`src/rtl/unidade_controle_rodadas_if.sv`:
```
// Control/status bundle between the round-game control unit and its datapath.
// master = control unit (drives enables and verdicts), slave = datapath/top side.
interface unidade_controle_rodadas_if;
  logic       iniciar;
  logic       jogada;
  logic       igual;
  logic       fimE;
  logic       fimL;
  logic       zeraE;
  logic       contaE;
  logic       zeraL;
  logic       contaL;
  logic       zeraR;
  logic       registraR;
  logic       acertou;
  logic       errou;
  logic       timeout;
  logic       pronto;
  logic [3:0] db_estado;

  modport master (
    input  iniciar, jogada, igual, fimE, fimL,
    output zeraE, contaE, zeraL, contaL, zeraR, registraR,
           acertou, errou, timeout, pronto, db_estado
  );

  modport slave (
    output iniciar, jogada, igual, fimE, fimL,
    input  zeraE, contaE, zeraL, contaL, zeraR, registraR,
           acertou, errou, timeout, pronto, db_estado
  );
endinterface

```
`src/rtl/unidade_controle_rodadas.sv`:
```
// Moore control unit for the round-based memory game: sequences the E/L counters,
// play register and comparator, and times out a play left idle in espera.
module unidade_controle_rodadas #(
  parameter int TIMEOUT = 3000,
  parameter int W_TO    = 12
) (
  input  logic                        clock,
  input  logic                        reset,
  unidade_controle_rodadas_if.master  bus
);

  typedef enum logic [3:0] {
    INICIAL        = 4'h0,
    PREPARACAO     = 4'h1,
    INICIO_RODADA  = 4'h2,
    ESPERA         = 4'h3,
    REGISTRA       = 4'h4,
    COMPARACAO     = 4'h5,
    PROXIMA        = 4'h6,
    PROXIMA_RODADA = 4'h7,
    FINAL_ACERTO   = 4'hA,
    FINAL_TIMEOUT  = 4'hD,
    FINAL_ERRO     = 4'hE
  } estado_t;

  localparam logic [W_TO-1:0] TO_LAST = W_TO'(TIMEOUT - 1);

  estado_t         state_q, state_d;
  logic [W_TO-1:0] timer_q, timer_d;

  // Timer only runs in espera, so every play starts from a fresh window.
  always_comb begin
    state_d = state_q;
    timer_d = '0;
    case (state_q)
      INICIAL:        if (bus.iniciar) state_d = PREPARACAO;
      PREPARACAO:     state_d = INICIO_RODADA;
      INICIO_RODADA:  state_d = ESPERA;
      ESPERA: begin
        timer_d = timer_q + 1'b1;
        if (bus.jogada)             state_d = REGISTRA;
        else if (timer_q == TO_LAST) state_d = FINAL_TIMEOUT;
      end
      REGISTRA:       state_d = COMPARACAO;
      COMPARACAO: begin
        if (!bus.igual)     state_d = FINAL_ERRO;
        else if (!bus.fimE) state_d = PROXIMA;
        else if (!bus.fimL) state_d = PROXIMA_RODADA;
        else                state_d = FINAL_ACERTO;
      end
      PROXIMA:        state_d = ESPERA;
      PROXIMA_RODADA: state_d = INICIO_RODADA;
      FINAL_ACERTO, FINAL_ERRO, FINAL_TIMEOUT:
                      if (bus.iniciar) state_d = PREPARACAO;
      default:        state_d = INICIAL;
    endcase
  end

  always_ff @(posedge clock or negedge reset) begin
    if (!reset) begin
      state_q <= INICIAL;
      timer_q <= '0;
    end else begin
      state_q <= state_d;
      timer_q <= timer_d;
    end
  end

  // Outputs depend on the current state only; reset forces inicial immediately.
  always_comb begin
    bus.zeraE     = 1'b0;
    bus.contaE    = 1'b0;
    bus.zeraL     = 1'b0;
    bus.contaL    = 1'b0;
    bus.zeraR     = 1'b0;
    bus.registraR = 1'b0;
    bus.acertou   = 1'b0;
    bus.errou     = 1'b0;
    bus.timeout   = 1'b0;
    bus.db_estado = 4'hF;
    case (state_q)
      INICIAL, PREPARACAO: begin
        bus.zeraE = 1'b1;
        bus.zeraL = 1'b1;
        bus.zeraR = 1'b1;
        bus.db_estado = state_q;
      end
      INICIO_RODADA:  begin bus.zeraE     = 1'b1; bus.db_estado = state_q; end
      ESPERA:         bus.db_estado = state_q;
      REGISTRA:       begin bus.registraR = 1'b1; bus.db_estado = state_q; end
      COMPARACAO:     bus.db_estado = state_q;
      PROXIMA:        begin bus.contaE    = 1'b1; bus.db_estado = state_q; end
      PROXIMA_RODADA: begin bus.contaL    = 1'b1; bus.db_estado = state_q; end
      FINAL_ACERTO:   begin bus.acertou   = 1'b1; bus.db_estado = state_q; end
      FINAL_ERRO:     begin bus.errou     = 1'b1; bus.db_estado = state_q; end
      FINAL_TIMEOUT:  begin bus.timeout   = 1'b1; bus.db_estado = state_q; end
      default:        bus.db_estado = 4'hF;
    endcase
  end

  assign bus.pronto = bus.acertou | bus.errou | bus.timeout;

endmodule

```
`src/flat_wrapper.sv`:
```
// flat-port wrapper written by rule: the top's interface ports become plain ports
module unidade_controle_rodadas_flat 
#(
  parameter int TIMEOUT = 3000,
  parameter int W_TO    = 12
)
  (clock, reset, bus_iniciar, bus_jogada, bus_igual, bus_fimE, bus_fimL, bus_zeraE, bus_contaE, bus_zeraL, bus_contaL, bus_zeraR, bus_registraR, bus_acertou, bus_errou, bus_timeout, bus_pronto, bus_db_estado);
  unidade_controle_rodadas_if bus_i ();
  input  logic clock;
  input  logic reset;
  input wire logic [$bits(bus_i.iniciar)-1:0] bus_iniciar;
  input wire logic [$bits(bus_i.jogada)-1:0] bus_jogada;
  input wire logic [$bits(bus_i.igual)-1:0] bus_igual;
  input wire logic [$bits(bus_i.fimE)-1:0] bus_fimE;
  input wire logic [$bits(bus_i.fimL)-1:0] bus_fimL;
  output wire logic [$bits(bus_i.zeraE)-1:0] bus_zeraE;
  output wire logic [$bits(bus_i.contaE)-1:0] bus_contaE;
  output wire logic [$bits(bus_i.zeraL)-1:0] bus_zeraL;
  output wire logic [$bits(bus_i.contaL)-1:0] bus_contaL;
  output wire logic [$bits(bus_i.zeraR)-1:0] bus_zeraR;
  output wire logic [$bits(bus_i.registraR)-1:0] bus_registraR;
  output wire logic [$bits(bus_i.acertou)-1:0] bus_acertou;
  output wire logic [$bits(bus_i.errou)-1:0] bus_errou;
  output wire logic [$bits(bus_i.timeout)-1:0] bus_timeout;
  output wire logic [$bits(bus_i.pronto)-1:0] bus_pronto;
  output wire logic [$bits(bus_i.db_estado)-1:0] bus_db_estado;
  assign bus_i.iniciar = bus_iniciar;
  assign bus_i.jogada = bus_jogada;
  assign bus_i.igual = bus_igual;
  assign bus_i.fimE = bus_fimE;
  assign bus_i.fimL = bus_fimL;
  assign bus_zeraE = bus_i.zeraE;
  assign bus_contaE = bus_i.contaE;
  assign bus_zeraL = bus_i.zeraL;
  assign bus_contaL = bus_i.contaL;
  assign bus_zeraR = bus_i.zeraR;
  assign bus_registraR = bus_i.registraR;
  assign bus_acertou = bus_i.acertou;
  assign bus_errou = bus_i.errou;
  assign bus_timeout = bus_i.timeout;
  assign bus_pronto = bus_i.pronto;
  assign bus_db_estado = bus_i.db_estado;
  unidade_controle_rodadas #(.TIMEOUT(TIMEOUT), .W_TO(W_TO)) u_core (.clock(clock), .reset(reset), .bus(bus_i));
endmodule
```
`config.mk`:
```
export PLATFORM = sky130hd
export DESIGN_NAME = unidade_controle_rodadas_flat
export DESIGN_NICKNAME = d
export VERILOG_FILES = /design/src/rtl/unidade_controle_rodadas_if.sv /design/src/rtl/unidade_controle_rodadas.sv /design/src/flat_wrapper.sv
export SDC_FILE = /design/constraint.sdc
export NUM_CORES = 1
export LEC_CHECK = 0
export BUFFER_PORTS_ARGS = -buffer_cell sky130_fd_sc_hd__buf_2
export CAP_MARGIN = 20
export CELL_PAD_IN_SITES_DETAIL_PLACEMENT = 0
export CELL_PAD_IN_SITES_GLOBAL_PLACEMENT = 1
export CORE_AREA = 2 2 54 61
export CTS_BUF_LIST = sky130_fd_sc_hd__clkbuf_8
export CTS_CLUSTER_DIAMETER = 120
export DETAILED_ROUTE_END_ITERATION = 16
export DIE_AREA = 0 0 56 63
export PLACE_DENSITY_LB_ADDON = 0.08
export SLEW_MARGIN = 0
export SYNTH_ARGS = -nofsm -noshare
export SYNTH_HDL_FRONTEND = slang
export SYNTH_SLANG_ARGS = --single-unit
```
`constraint.sdc`:
```
create_clock -name clock -period 5.9 [get_ports clock]
set_input_delay 1.18 -clock clock [delete_from_list [all_inputs] [get_ports clock]]
set_output_delay 1.18 -clock clock [all_outputs]
set_load 0.03 [all_outputs]
```
==> results.sh <==
export IMPL_dp_cells=159
export IMPL_hold_worst_slack_ps=483
export IMPL_min_from="u_core.timer_q[0]"
export IMPL_hp_class="register to register"
export IMPL_grt_max_degree=17
export IMPL_routed_wirelength_um=2070
export IMPL_wl_per_cell_um=12.7
export IMPL_share_comb_of_total_power_pct=46.1
export IMPL_drc=0
export IMPL_antenna_found_initial=0
export IMPL_yosys_area_share_simple_pct=30.2
export IMPL_crit_required_ps=4720
export IMPL_drv_cap=0
export IMPL_arrival_ps=1370
export IMPL_netlist_instances=113
export IMPL_synth_mux_area_share_pct=1.17
export IMPL_ys_types=36
export IMPL_synth_top_area_cell="dfrtp_1"
export IMPL_whs_path_depth=1
export IMPL_worst_slew_pin_transition_ps=649
export IMPL_io_buffers=20
export IMPL_seq_area_frac_synth_pct=41.5
export IMPL_synthAdderAreaFrac_pct=1.30
export IMPL_start_util_pct=32.8
export IMPL_vdd_drop_max_v=0.000176
export IMPL_status="complete, no violations"
export IMPL_p_switching_uw=220
export IMPL_postCtsSetupRepairBufs=0
export IMPL_yosys_area_share_xor_xnor_pct=7.25
export IMPL_die_w_um=56
export IMPL_finalCritPeriodShare_pct=43.2
export IMPL_n_antenna_cell=0
export IMPL_seqPwrFrac_pct=34.0
export IMPL_ys_async_sr_fraction_pct=100
export IMPL_postSynthAreaPerCell_um2=8.55
export IMPL_viasPerCell=5.12
export IMPL_clock_power_share_pct=20.0
export IMPL_endpoint_kind="output pin"
export IMPL_dp_hpwl_um=1520
export IMPL_regToRegStartpoint="u_core.state_q[3]"
export IMPL_synth_top_family_by_area="simple AND/OR/NAND/NOR gates"
export IMPL_synth_area_top_cells="dfrtp_1 (41%), nor2_1 (5.8%), xor2_1 (5.4%)"
export IMPL_yosys_area_top_type_share_pct=41.5
export IMPL_htree_levels=1
export IMPL_r2r_setup_slack_ps=3760
export IMPL_core_area_mm2=0.00294
export IMPL_clockRootBuffer="clkbuf_8"
export IMPL_cts_hold_buf=0
export IMPL_syn_num_nets=121
export IMPL_timing_rr_end="u_core.state_q[3]"
export IMPL_slew_headroom_pct=56.5
export IMPL_die_h_um=63
export IMPL_critPathMaxFanout=13
export IMPL_synth_edf_count=0
export IMPL_dieArea_mm2=0.00353
export IMPL_setup_viol=0
export IMPL_grt_overflow=0
export IMPL_rows=21
export IMPL_final_nets=138
export IMPL_p_leak_nw=0.530
export IMPL_synth_area_um2=966
export IMPL_first_global_vias=783
export IMPL_rsz0062_at_grt="no"
export IMPL_fmax_mhz=393
export IMPL_num_io_pins=21
export IMPL_final_util_pct=38.4
export IMPL_fin_crit_ps=2550
export IMPL_cts_path_max_buffers=2
export IMPL_maxSlewViolCount=0
export IMPL_path_clk_slew_ps=60
export IMPL_grt_pass1_wl_um=3510
export IMPL_power_internal_uw=257
export IMPL_drtIter0Drc=32
export IMPL_final_hold_violation_count=0
export IMPL_finalSetupTns_ps=0
export IMPL_synth_ff_type="dfrtp_1"
export IMPL_min_to="u_core.timer_q[0]"
export IMPL_vias=834
export IMPL_routabilityCongestion=0.725
export IMPL_drive_gt1_share_pct=22.5
export IMPL_synth_compound_area_share_pct=12.4
export IMPL_yosys_register_bits=16
export IMPL_synthToLayoutAreaGrowth_pct=17.0
export IMPL_clock_sinks=16
export IMPL_drt_first_pass_iters=4
export IMPL_cts_buffers=3
export IMPL_antenna_left=0
export IMPL_fillers=316
export IMPL_power_share_switching_pct=46.1
export IMPL_cts_tree="done"
export IMPL_grt_total_usage_pct=12.4
export IMPL_power_density_mw_per_mm2=422
export IMPL_cts_resized=0
export IMPL_clk_latency_ps=240
export IMPL_startpoint_type="register"
export IMPL_synth_warnings=0
export IMPL_rr_worst_depth=4
export IMPL_skew_ps=2.58
export IMPL_layoutNonFillerInstCount=163
export IMPL_path_class="register to output pin"
==> flip-flops by register name, indices dropped and copies added, names as in the netlist <==
register / count
u_core.timer_q: 12
u_core.state_q: 4
==> cells in the final DEF, fill, tap and decap left out, types with 3 or more instances in the layout <==
| cell | n |
|---|---|
| nand2_1 | 12 |
| o21ai_0 | 3 |
| dfrtp_1 | 16 |
| clkbuf_8 | 4 |
| buf_2 | 20 |
| inv_1 | 5 |
| nor2_1 | 15 |
| a21oi_1 | 5 |
| nand4_1 | 3 |
| and3_1 | 3 |
| xor2_1 | 6 |
| nand3_1 | 5 |
| nor3_1 | 4 |
==> cell usage after synthesis, types with 2 or more instances <==
library cell / instances
nand3_1: 5
a21oi_1: 5
a31oi_1: 2
or3_1: 2
and3_1: 3
nor2_1: 15
nand2_1: 12
inv_2: 2
dfrtp_1: 16
and4_1: 2
clkbuf_1: 7
xor2_1: 6
o21ai_0: 3
inv_1: 5
nor3_1: 4
nand4_1: 3
xnor2_1: 2
==> power by group through the flow <==
stage / Clock [mW] / Sequential (mW) / Combinational (mW)
floorplan: 0 / 0.135 / 0.200
detailed placement: 0 / 0.164 / 0.222
CTS: 0.0985 / 0.162 / 0.223
finish: 0.0953 / 0.162 / 0.220
global route: 0.105 / 0.167 / 0.240
global placement: 0 / 0.165 / 0.223
==> critical path: stages, from the launching register on <==
cell,delay [ps]
dfrtp_1,500
nand3b_1,290
nor2_1,130
buf_2,200
==> layout make-up <==
cell class | instances | area, µm² | share of cell area, %
Clock buffer | 4 | 55.1 | 4.87
Inverter | 7 | 26.3 | 2.33
Multi-Input combinational cell | 82 | 505 | 44.7
Sequential cell | 16 | 400 | 35.4
Tap cell | 34 | 42.5 | 3.77
Timing Repair Buffer | 20 | 100 | 8.86
==> through the flow <==
stage          instance area [µm²]  worst slack [ps]  total power [mW]
4_1_cts                       1130              3350             0.484
2_1_floorplan                  966              3080             0.335
6_report                      1130              3350             0.477
5_1_grt                       1130              3230             0.513
3_5_place_dp                  1070              3620             0.386
3_3_place_gp                  1070              3610             0.388
==> worst max path at each step <==
stage | startpoint | to | cells past startpoint
3_5_place_dp | u_core.state_q[3] | bus_registraR | 4
4_1_cts | u_core.state_q[3] | bus_registraR | 4
5_1_grt | u_core.state_q[0] | bus_errou | 3
3_3_place_gp | u_core.state_q[0] | bus_errou | 3
2_1_floorplan | u_core.state_q[1] | bus_zeraR | 3
6_report | u_core.state_q[0] | bus_errou | 3
==> kinds of logic (layout without fill, tap and decap cells) <==
logic type / after synthesis / after routing
AND/OR/NAND/NOR: 55 / 55
AO/OA/AOI/OAI: 17 / 17
flip-flops: 16 / 16
buffers and inverters: 15 / 31
XOR/XNOR: 8 / 8
adder cells (fa/ha/maj): 1 / 1
multiplexers: 1 / 1
==> per-layer routing <==
metal | wire, µm | GRT usage, %
met5 | 0 | 0
met1 | 896 | 15.6
met4 | 27 | 4.46
met2 | 1040 | 21.3
met3 | 97 | 1.86
Power figures use the tool's default switching activity.
